### src/rtl/vga_timing_gen.sv
// VGA raster timing: free-running pixel/line counters, active-low syncs and display
// enable delayed to line up with the pixel mapper, plus a start-of-frame pulse and frame counter.
module vga_timing_gen #(
    parameter int H_VISIBLE  = 640,
    parameter int H_FP       = 16,
    parameter int H_SYNC     = 96,
    parameter int H_BP       = 48,
    parameter int V_VISIBLE  = 480,
    parameter int V_FP       = 10,
    parameter int V_SYNC     = 2,
    parameter int V_BP       = 33,
    parameter int SYNC_DELAY = 2
) (
    input  logic        vga_clk,
    input  logic        reset,
    output logic [9:0]  DrawX,
    output logic [9:0]  DrawY,
    output logic        hs,
    output logic        vs,
    output logic        blank,
    output logic        sof,
    output logic [15:0] frame_count
);

    localparam int H_TOTAL = H_VISIBLE + H_FP + H_SYNC + H_BP;
    localparam int V_TOTAL = V_VISIBLE + V_FP + V_SYNC + V_BP;

    localparam logic [9:0] H_LAST       = 10'(H_TOTAL - 1);
    localparam logic [9:0] V_LAST       = 10'(V_TOTAL - 1);
    localparam logic [9:0] H_VIS        = 10'(H_VISIBLE);
    localparam logic [9:0] V_VIS        = 10'(V_VISIBLE);
    localparam logic [9:0] H_SYNC_START = 10'(H_VISIBLE + H_FP);
    localparam logic [9:0] H_SYNC_END   = 10'(H_VISIBLE + H_FP + H_SYNC - 1);
    localparam logic [9:0] V_SYNC_START = 10'(V_VISIBLE + V_FP);
    localparam logic [9:0] V_SYNC_END   = 10'(V_VISIBLE + V_FP + V_SYNC - 1);

    logic [9:0]            draw_x_q, draw_x_d;
    logic [9:0]            draw_y_q, draw_y_d;
    logic                  sof_q, sof_d;
    logic [15:0]           frame_count_q, frame_count_d;
    logic [SYNC_DELAY-1:0] hs_pipe_q, hs_pipe_d;
    logic [SYNC_DELAY-1:0] vs_pipe_q, vs_pipe_d;
    logic [SYNC_DELAY-1:0] blank_pipe_q, blank_pipe_d;
    logic                  line_end, frame_end;
    logic                  hs_raw, vs_raw, blank_raw;

    always_comb begin
        line_end      = (draw_x_q == H_LAST);
        frame_end     = line_end && (draw_y_q == V_LAST);

        draw_x_d      = line_end ? 10'd0 : draw_x_q + 10'd1;
        draw_y_d      = draw_y_q;
        if (line_end) begin
            draw_y_d = (draw_y_q == V_LAST) ? 10'd0 : draw_y_q + 10'd1;
        end

        // sof registers the wrap itself, so the post-reset 0,0 state never pulses
        sof_d         = frame_end;
        frame_count_d = frame_end ? frame_count_q + 16'd1 : frame_count_q;

        hs_raw        = ~((draw_x_q >= H_SYNC_START) && (draw_x_q <= H_SYNC_END));
        vs_raw        = ~((draw_y_q >= V_SYNC_START) && (draw_y_q <= V_SYNC_END));
        blank_raw     = (draw_x_q < H_VIS) && (draw_y_q < V_VIS);

        hs_pipe_d       = hs_pipe_q;
        vs_pipe_d       = vs_pipe_q;
        blank_pipe_d    = blank_pipe_q;
        hs_pipe_d[0]    = hs_raw;
        vs_pipe_d[0]    = vs_raw;
        blank_pipe_d[0] = blank_raw;
        for (int i = 1; i < SYNC_DELAY; i++) begin
            hs_pipe_d[i]    = hs_pipe_q[i-1];
            vs_pipe_d[i]    = vs_pipe_q[i-1];
            blank_pipe_d[i] = blank_pipe_q[i-1];
        end
    end

    // Delay lines reset to the inactive levels so no stale pulse leaks out after reset
    always_ff @(posedge vga_clk or posedge reset) begin
        if (reset) begin
            draw_x_q      <= '0;
            draw_y_q      <= '0;
            sof_q         <= 1'b0;
            frame_count_q <= '0;
            hs_pipe_q     <= '1;
            vs_pipe_q     <= '1;
            blank_pipe_q  <= '0;
        end else begin
            draw_x_q      <= draw_x_d;
            draw_y_q      <= draw_y_d;
            sof_q         <= sof_d;
            frame_count_q <= frame_count_d;
            hs_pipe_q     <= hs_pipe_d;
            vs_pipe_q     <= vs_pipe_d;
            blank_pipe_q  <= blank_pipe_d;
        end
    end

    assign DrawX       = draw_x_q;
    assign DrawY       = draw_y_q;
    assign sof         = sof_q;
    assign frame_count = frame_count_q;
    assign hs          = hs_pipe_q[SYNC_DELAY-1];
    assign vs          = vs_pipe_q[SYNC_DELAY-1];
    assign blank       = blank_pipe_q[SYNC_DELAY-1];

endmodule
### config.mk
export PLATFORM = sky130hd
export DESIGN_NAME = vga_timing_gen
export DESIGN_NICKNAME = d
export VERILOG_FILES = /design/src/rtl/vga_timing_gen.sv
export SDC_FILE = /design/constraint.sdc
export NUM_CORES = 1
export LEC_CHECK = 0
export CAP_MARGIN = 20
export CORE_UTILIZATION = 54
export DETAILED_ROUTE_END_ITERATION = 12
export PLACE_DENSITY = 0.94
export SYNTH_ARGS = -nofsm -noshare
export SYNTH_HDL_FRONTEND = slang
export SYNTH_SLANG_ARGS = --single-unit
### constraint.sdc
create_clock -name vga_clk -period 4.55 [get_ports vga_clk]
set_input_delay 1.1375 -clock vga_clk [delete_from_list [all_inputs] [get_ports vga_clk]]
set_output_delay 1.1375 -clock vga_clk [all_outputs]
set_load 0.01 [all_outputs]
==> out/qor.txt <==
Run status: finished, final reports clean
Final hold slack: 355 ps
Post-synthesis cell type count: 36
Initial core utilization: 56.0%
IO Port Bufs: 41
Max stage delay cell, worst path: nand4_1
Critical Path RT: 4730 ps
CTS Root Cell: clkbuf_8
Final setup vio count: 0
Row cnt: 22
Tcrit/Tclk final: 59.0%
Final Core Density: 70.6%
Dpl hpwl: 2750 um
P_leak: 1.15 nW
Drt pass-1 iters: 4
Share of the synthesized area in the top cell type: 47.6%
PD cells: 240 nW/um2
Max FO, Critical Path: 21
Most common cell in the netlist: dfrtp_1
CTS tree: built
Max Cap Viol: 0
Routed Antenna Nets: 0
Startpoint types: flop
Total gr overflow: 0
H-tree Lvls: 2
Initial antenna violation count: 0
DP Worst Slack: 1880 ps
CTS max path bufs: 2
First-pass GRT wire length: 6810 um
Die Y: 63.6 um
Area delta synth->final: 26.0%
Number of diodes: 0
Post-CTS Setup Bufs: 0
Total power: 0.621 mW
Crit Path Class: reg2reg
Max-Slew Margin vs Limit: 39.7%
Initial DRC Count: 54
Hold buffer count at cts: 0
Crit path cell chain: inv_1 -> ha_1 -> nor4bb_1 -> nand4_1 -> nor2_1 -> mux2_2
Die ar.: 4050 um2
Number of CTS-inserted buffers: 5
Tightest Pin Transition: 901 ps
Number of global-route vias before repair: 1492
# IOs: 42
Vias per cell: 5.42
Nets@finish: 243
Tot GR Track Use: 22.2%
Final slew viol count: 0
Seq/Total Area, Yosys: 52.7%
Post-CTS sizing: 0
Top_reg_cell synth: dfrtp_1
Number of flops mapped to enable cells by yosys: 0
Core area: 3660 um2
Hold Vio Cnt, Final: 0
Synth Register Bits: 43
Post-Route Skew: 4.48 ps
Worst EP arrival: 2870 ps
Ratio of cells with drive above 1 in the final layout: 9.32%
Setup WS post-layout: 1860 ps
Gate Count Post-Synth: 191
Crit-path leading delay family: simple AND/OR/NAND/NOR gates
Post-synth net total: 199
Largest net degree at the start of global routing: 44
DRC: 0
CTS sink cnt: 43
Die X: 63.6 um
Mapped Area: 2050 um2
DRT Wirelength: 3970 um
Area leader, netlist: dfrtp_1
Layout fillers: 268
Worst hold-check path type: reg2reg
Post-layout min period: 2690 ps
Slowest Stage Delay on Critical Path: 750 ps
Post-synth ARST share: 100%
Via count: 1539
Skew-Pair Late Insertion Delay: 300 ps
Placer Congestion: 0.890
Clk pin slew, worst setup/hold paths: 80 ps
Worst VDD drop: 0.000212 V
Top post-synthesis cells by count: 39 x dfrtp_1, 21 x xor2_1, 15 x nand3_1
Sum Neg Setup Slack: 0 ps
WL/cell: 14.0 um
F_max: 372 MHz
Area contributors post-synth: dfrtp_1 48%, xor2_1 9.0%, dfstp_2 5.1%, nor4_2 4.3%, ha_1 3.7%
Syn_area_per_cell: 10.7 um2
RSZ-0062 raised after global routing: false
Worst setup EP type: flop
Worst path bufs/invs: 1
Synth warn: 0
[registers in the layout, summed over array words and instances, names as in the netlist]
| name | cells |
|---|---|
| blank_pipe_q | 2 |
| vs_pipe_q | 2 |
| sof | 1 |
| DrawY | 10 |
| DrawX | 10 |
| hs_pipe_q | 2 |
| frame_count | 16 |
[area by class of cell]
cell class	instances	area [um2]	area share, %
Timing Repair Buffer	43	425	16.4
Clock inverter	1	5.00	0.194
Tap cell	48	60.1	2.32
Sequential cell	43	1080	41.8
Inverter	12	45.0	1.74
Clock buffer	7	76.3	2.95
Multi-Input combinational cell	130	893	34.5
[logic make-up after synthesis]
group           share of synthesized area (%)
simple gates                             23.7
flops                                    52.7
xor+xnor                                 11.9
buf+inv                                  3.78
compound gates                           3.29
fa+ha+maj                                3.66
mux                                      1.04
[metal layers]
metal	vias to the layer above	track usage [%]	wire length [um]
met5	-	0	0
met4	0	9.38	85
met3	7	5.98	178
met2	40	35.9	1950
met1	742	27.7	1760
li1	750	-	-
[per-stage QoR]
step	cells	area, um2
floorplan	191	2050
global placement	276	2500
detailed placement	276	2500
CTS	284	2590
global route	284	2590
finish	284	2590
[power by group]
group,switching (mW),internal [mW]
logic,0.00703,0.00137
clock network,0.122,0.108
registers,0,0.382
[worst register-to-register path, delay by kind of cell (launching register included)]
family                     cells  cell delay (ps)
and+or+nand+nor                3             1470
muxes                          1              390
DFF                            1              430
buffers and inverters          1              130
adders and majority gates      1              150
[worst paths after layout]
check / start / to / slack, ps / depth (start not counted)
setup / recovery: DrawY[0] / frame_count[1] / 1860 / 6
hold / removal: blank_pipe_q[0] / blank_pipe_q[1] / 360 / 0
setup reg to reg: DrawY[0] / frame_count[1] / 1860 / 6
hold reg to reg: blank_pipe_q[0] / blank_pipe_q[1] / 360 / 0
max in group asynchronous: reset / vs_pipe_q[1] / 2900 / 3
min in group asynchronous: reset / frame_count[8] / 1270 / 3
[cells in the final DEF (no fill, tap or decap), types with 3 or more instances in the layout]
master            n
clkdlybuf4s50_1  41
dfrtp_1          39
xor2_1           21
nand3_1          15
nor2_1           14
nor3_1           13
inv_1            12
nand2_1          11
nand4_1           7
nor4_2            7
o21ai_0           6
ha_1              6
xnor2_1           5
clkbuf_8          5
dfstp_2           4
a21oi_1           3
(Power assumes the default switching activity.)
